<file path="src/rtl/crc16_frame_ctrl.sv">
// crc16_frame_ctrl
// Length-bounded frame sequencer for a bit-serial CRC-16 (poly 0x8005, init 0,
// MSB first, no reflection, no final XOR). Payload bits pass straight through
// from the source to the sink. The 16 CRC bits are then appended to the same
// stream. A low out_ready stalls everything.

module crc16_frame_ctrl #(
  parameter int LEN_W = 12
) (
  input  logic             clk,
  input  logic             reset,
  input  logic             start,
  input  logic [LEN_W-1:0] frame_len,
  output logic             busy,
  input  logic             in_valid,
  input  logic             in_bit,
  output logic             in_ready,
  output logic             out_valid,
  output logic             out_bit,
  input  logic             out_ready,
  output logic             out_crc,
  output logic             out_last,
  output logic [15:0]      crc_value,
  output logic             done
);

  typedef enum logic [1:0] {
    IDLE = 2'd0,
    DATA = 2'd1,
    CRC  = 2'd2
  } state_e;

  state_e           state_q;
  logic [LEN_W-1:0] remainCount_q;
  logic [15:0]      crc_q;
  logic [15:0]      crc_d;
  logic [15:0]      shift_q;
  logic [3:0]       crcIdx_q;
  logic [15:0]      crcValue_q;
  logic             done_q;
  logic             dataXfer;
  logic             crcFeedback;

  // Next CRC value if the current payload bit is consumed this cycle
  always_comb begin
    crcFeedback = crc_q[15] ^ in_bit;
    crc_d       = {crc_q[14:0], 1'b0} ^ (crcFeedback ? 16'h8005 : 16'h0000);
    dataXfer    = (state_q == DATA) && in_valid && out_ready;
  end

  // Stream steering: pass-through in DATA, shift-register drive in CRC, quiet in IDLE
  always_comb begin
    busy      = (state_q != IDLE);
    in_ready  = 1'b0;
    out_valid = 1'b0;
    out_bit   = 1'b0;
    out_crc   = 1'b0;
    out_last  = 1'b0;
    case (state_q)
      DATA: begin
        in_ready  = out_ready;
        out_valid = in_valid;
        out_bit   = in_bit;
      end
      CRC: begin
        out_valid = 1'b1;
        out_crc   = 1'b1;
        out_bit   = shift_q[15];
        out_last  = (crcIdx_q == 4'd15);
      end
      default: begin
      end
    endcase
  end

  // Frame FSM with its counters, CRC accumulator and completion pulse
  always_ff @(posedge clk) begin
    if (reset) begin
      state_q       <= IDLE;
      remainCount_q <= '0;
      crc_q         <= 16'h0000;
      shift_q       <= 16'h0000;
      crcIdx_q      <= 4'd0;
      crcValue_q    <= 16'h0000;
      done_q        <= 1'b0;
    end else begin
      done_q <= 1'b0;
      case (state_q)
        IDLE: begin
          if (start && (frame_len != '0)) begin
            remainCount_q <= frame_len;
            crc_q         <= 16'h0000;
            state_q       <= DATA;
          end
        end
        DATA: begin
          if (dataXfer) begin
            crc_q         <= crc_d;
            remainCount_q <= remainCount_q - LEN_W'(1);
            if (remainCount_q == LEN_W'(1)) begin
              crcValue_q <= crc_d;
              shift_q    <= crc_d;
              crcIdx_q   <= 4'd0;
              state_q    <= CRC;
            end
          end
        end
        CRC: begin
          if (out_ready) begin
            shift_q  <= {shift_q[14:0], 1'b0};
            crcIdx_q <= crcIdx_q + 4'd1;
            if (crcIdx_q == 4'd15) begin
              state_q <= IDLE;
              done_q  <= 1'b1;
            end
          end
        end
        default: begin
          state_q <= IDLE;
        end
      endcase
    end
  end

  assign crc_value = crcValue_q;
  assign done      = done_q;

endmodule

</file>
<file path="config.mk">
export PLATFORM = sky130hd
export DESIGN_NAME = crc16_frame_ctrl
export DESIGN_NICKNAME = d
export VERILOG_FILES = /design/src/rtl/crc16_frame_ctrl.sv
export SDC_FILE = /design/constraint.sdc
export NUM_CORES = 1
export LEC_CHECK = 0
export ABC_CLOCK_PERIOD_IN_PS = 5700
export CAP_MARGIN = 40
export CORE_AREA = 5 5 90 92
export CTS_CLUSTER_SIZE = 25
export DETAILED_ROUTE_END_ITERATION = 7
export DIE_AREA = 0 0 95 97
export DONT_BUFFER_PORTS = 1
export GPL_TIMING_DRIVEN = 0
export SETUP_SLACK_MARGIN = 0.4
export SLEW_MARGIN = 20
export SYNTH_ARGS = -nofsm -noshare
export SYNTH_HDL_FRONTEND = slang
export SYNTH_SLANG_ARGS = --single-unit
</file>
<file path="constraint.sdc">
create_clock -name clk -period 5.7 [get_ports clk]
set_input_delay 0.57 -clock clk [delete_from_list [all_inputs] [get_ports clk]]
set_output_delay 0.57 -clock clk [all_outputs]
set_load 0.01 [all_outputs]
</file>
==> results.md <==
* Vias/cell at between 5 and 6
* Peak ir drop on the vdd network at around 0.00012 V
* Register clock-pin slew on the reported worst setup and hold paths at 0.08 ns
* Final wirelength at about 8500 µm
* Count of state elements after synthesis at 67
* Share of the synthesized area in compound gates (AO/OA/AOI/OAI) at 0.183
* Slew at the pin with the worst max-slew slack at around 0.78 ns
* Sequence of cells on the critical path: inv_1, ha_1, buf_2, buf_1, a22oi_1, nor2b_1
* Top delay family on crit path: buffers and inverters
* Post-Route Setup TNS at 0 ns
* Yosys cell types at 44
* Top cell type's share of synthesized area at 0.425
* Largest net degree at the start of global routing at 13
* Most instantiated flip-flop cell in the synthesis netlist: sky130_fd_sc_hd__dfxtp_1
* Crit path max fanout at 10
* Fraction of the core area covered by cells at the end of the flow at 0.485
* Pwr per Cell Area at 337 mW/mm²
* Top Usage Layer GRT: met2
* Min Hold Slack at 0.386 ns
* Overall Global Routing Usage at 0.188
* Register-to-Register Setup Slack at ~3.4 ns
* Gate Count Post-Synth at 383
* Clock buffer depth at 2
* Launching element type of the critical path: flop
* DR iter-0 viols at about 130
* Combinational family with the most area after synthesis: simple AND/OR/NAND/NOR gates
* Starting density of the core at 0.442
* Met3 global-route usage at 0.0481
* DIE AREA at between 0.009 and 0.01 mm²
* Clock tree from TritonCTS: yes
* Buffers added on ports at 0
* Share of synthesized registers carrying an async set or reset at 0
* Insertion delay to the later sink of the worst-skew pair at roughly 0.35 ns
* Pins over their slew limit at 0
* Crit path required time at approximately 5 ns
* Maximum frequency from static timing analysis at approximately 340 MHz
* CTS H-tree depth at 3
* Total of hold buffers inserted after clock tree synthesis at 0
* Met2 GRT Util at 0.287
* Layout cell share with drive strength beyond 1 at 0.0752
* Mapped Area at 0.00315 mm²
* Row count at 31
* Final count of hold timing violations at 0
* Post-synthesis adder-cell area fraction at 0.0278
* Count of yosys warnings during synthesis at 0
* Cell types occupying the most area after synthesis: sky130_fd_sc_hd__dfxtp_1, sky130_fd_sc_hd__nand2_1, sky130_fd_sc_hd__a21oi_1
* DR vias at about 2800
* Worst hold path type: in -> reg
* Area share of and/or/nand/nor cells after synthesis at 0.238
* Worst slew slack as a fraction of its limit at 0.478
* Wire length of the first global-routing pass at approximately 14000 µm
* Cell area after placement at approximately 0.0033 mm²
* Critical Path Sink Type: output pin
* Final antenna diode count at 0
* Unrepaired setup endpoints after global routing: false
* CTS Buf Count at 9
* Placeable Area at just over 0.007 mm²
* Pre-CTS worst setup slack at just over 3 ns
* Final setup fails at 0
* Area of all placed cells without fillers at approximately 0.0035 mm²
* Placed wire-length estimate after detailed placement at between 5000 and 6000 µm
* Clock sink total at 67
* Final net count at ~420
* Via count of the first global-routing pass at roughly 2700
* Worst Path Class, Setup: reg -> out
* Area delta synth->final at 9.88%
* Syn Area/Cell at slightly above 8 µm²
* Final Worst Setup Slack at 2.73 ns
* DRT antenna net count at 0
* Total iterations of the first detailed-routing run at 4
* Total overflow reported by the global router at 0
* Post-CTS setup buffer count at 0
* Routability congestion estimate from global placement at approximately 0.86
* Number of antenna violations at the first check in global routing at 0
* Remaining design rule violation count at 0
* Run status: finished clean
* Xor and xnor area share after synthesis at 0.00833
* Height of the chip at between 90 and 100 µm
* Share of cell area taken by muxes after synthesis at 0.0710
* Final period util at 0.521
* Post-synthesis cell type with the largest combined area: sky130_fd_sc_hd__dfxtp_1
* Reported leakage power at 0.00112 µW
* Clock Tree Root: sky130_fd_sc_hd__clkbuf_8
* Crit path largest cell delay at 0.57 ns
* Detail-routed net length per standard cell at about 17 µm
* Number of flops mapped to enable cells by yosys at 0
* Mapped Nets at between 400 and 500
* Post-cts sizing count at 0
* CP max-delay cell: sky130_fd_sc_hd__buf_1
* Horizontal extent of the die at between 90 and 100 µm
* Global routing met1 resource utilization at 0.248
* Setup clock skew after layout at approximately 0.011 ns
* I/O Pins at 41
* Maximum Capacitance Violations at 0
* Sequential element share of the synthesized area at 0.425
* Crit path buf inv count at 3
* Arrival @ worst endpoint at about 2.4 ns
* Shortest clock period the worst path allows after layout at ~3.0 ns
worst reg2reg max path, delay by kind of cell (launching register included):
| family | cells | cell delay (ns) |
|---|---|---|
| DFF | 1 | 0.34 |
| and+or+nand+nor | 3 | 0.63 |
| buffers and inverters | 2 | 0.62 |
| AOI/OAI and AO/OA | 2 | 0.39 |
| adders and majority gates | 1 | 0.26 |
cells by family (layout without fill, tap and decap cells):
kind of cell,count (synthesis),in the layout
AND/OR/NAND/NOR,155,155
AO/OA/AOI/OAI,94,94
flip-flops,67,67
buffers and inverters,35,51
multiplexers,22,22
adder cells (fa/ha/maj),7,7
XOR/XNOR,3,3
final cells by class:
| type | instances | area (µm²) |
|---|---|---|
| Buffer | 27 | 118 |
| Clock buffer | 11 | 151 |
| Clock inverter | 5 | 36.3 |
| Fill cell | 750 | 3670 |
| Inverter | 8 | 30.0 |
| Multi-Input combinational cell | 281 | 1660 |
| Sequential cell | 67 | 1340 |
| Tap cell | 99 | 124 |
layer usage:
layer  vias to the layer above  routed length [µm]
met2                        77                3850
li1                       1398                   -
met3                        16                 560
met4                         0                 188
met1                      1343                3860
met5                         -                   0
power breakdown:
group | total, µW | switching, µW | internal, µW
combinational | 255 | 170 | 84.3
clock | 378 | 196 | 182
sequential | 534 | 31.2 | 502
total | 1170 | 398 | 769
cell usage after synthesis (2+ instances only):
| cell type | number |
|---|---|
| sky130_fd_sc_hd__dfxtp_1 | 67 |
| sky130_fd_sc_hd__a22oi_1 | 2 |
| sky130_fd_sc_hd__nor2_1 | 29 |
| sky130_fd_sc_hd__mux2_2 | 3 |
| sky130_fd_sc_hd__nand4b_1 | 2 |
| sky130_fd_sc_hd__nand4_1 | 4 |
| sky130_fd_sc_hd__and4_1 | 4 |
| sky130_fd_sc_hd__and2_1 | 2 |
| sky130_fd_sc_hd__buf_1 | 3 |
| sky130_fd_sc_hd__nand3_1 | 21 |
| sky130_fd_sc_hd__a32oi_1 | 5 |
| sky130_fd_sc_hd__a41o_1 | 2 |
| sky130_fd_sc_hd__a31oi_1 | 8 |
| sky130_fd_sc_hd__or4_1 | 5 |
| sky130_fd_sc_hd__o21ai_0 | 10 |
| sky130_fd_sc_hd__nor2b_1 | 4 |
| sky130_fd_sc_hd__nand2_1 | 60 |
| sky130_fd_sc_hd__ha_1 | 7 |
| sky130_fd_sc_hd__nor3_1 | 9 |
| sky130_fd_sc_hd__a21oi_1 | 44 |
| sky130_fd_sc_hd__mux2i_1 | 19 |
| sky130_fd_sc_hd__a211oi_1 | 17 |
| sky130_fd_sc_hd__inv_1 | 7 |
| sky130_fd_sc_hd__nand2b_1 | 4 |
| sky130_fd_sc_hd__buf_2 | 7 |
| sky130_fd_sc_hd__xnor2_1 | 3 |
| sky130_fd_sc_hd__nor4_1 | 2 |
| sky130_fd_sc_hd__clkbuf_1 | 16 |
| sky130_fd_sc_hd__or3_1 | 2 |
sequential cells by signal (all words and copies together) (netlist names):
| register | cells |
|---|---|
| state_q | 2 |
| crc_q | 16 |
| shift_q | 16 |
| remainCount_q | 12 |
| crcIdx_q | 4 |
| crc_value | 16 |
| done | 1 |
stage by stage:
step	power, µW	cells
final	1170	498
after global routing	1220	498
after CTS	1170	498
after detailed placement	794	482
after global placement	790	482
after floorplan	724	383
worst paths after layout:
kind,startpoint,endpoint,cells after the start
worst max-delay path,state_q[0],out_bit,6
worst min-delay path,out_ready,done,1
worst max register to register,state_q[1],crc_q[3],8
worst min register to register,crc_q[1],crc_q[1],2
layout by cell type, fill, tap and decap left out, types with 10 or more instances in the layout:
cell | synthesis | final
sky130_fd_sc_hd__dfxtp_1 | 67 | 67
sky130_fd_sc_hd__nand2_1 | 60 | 60
sky130_fd_sc_hd__a21oi_1 | 44 | 44
sky130_fd_sc_hd__nor2_1 | 29 | 29
sky130_fd_sc_hd__nand3_1 | 21 | 21
sky130_fd_sc_hd__mux2i_1 | 19 | 19
sky130_fd_sc_hd__a211oi_1 | 17 | 17
sky130_fd_sc_hd__clkbuf_1 | 16 | 16
sky130_fd_sc_hd__clkbuf_8 | 0 | 11
sky130_fd_sc_hd__o21ai_0 | 10 | 10
(Power assumes the default switching activity.)
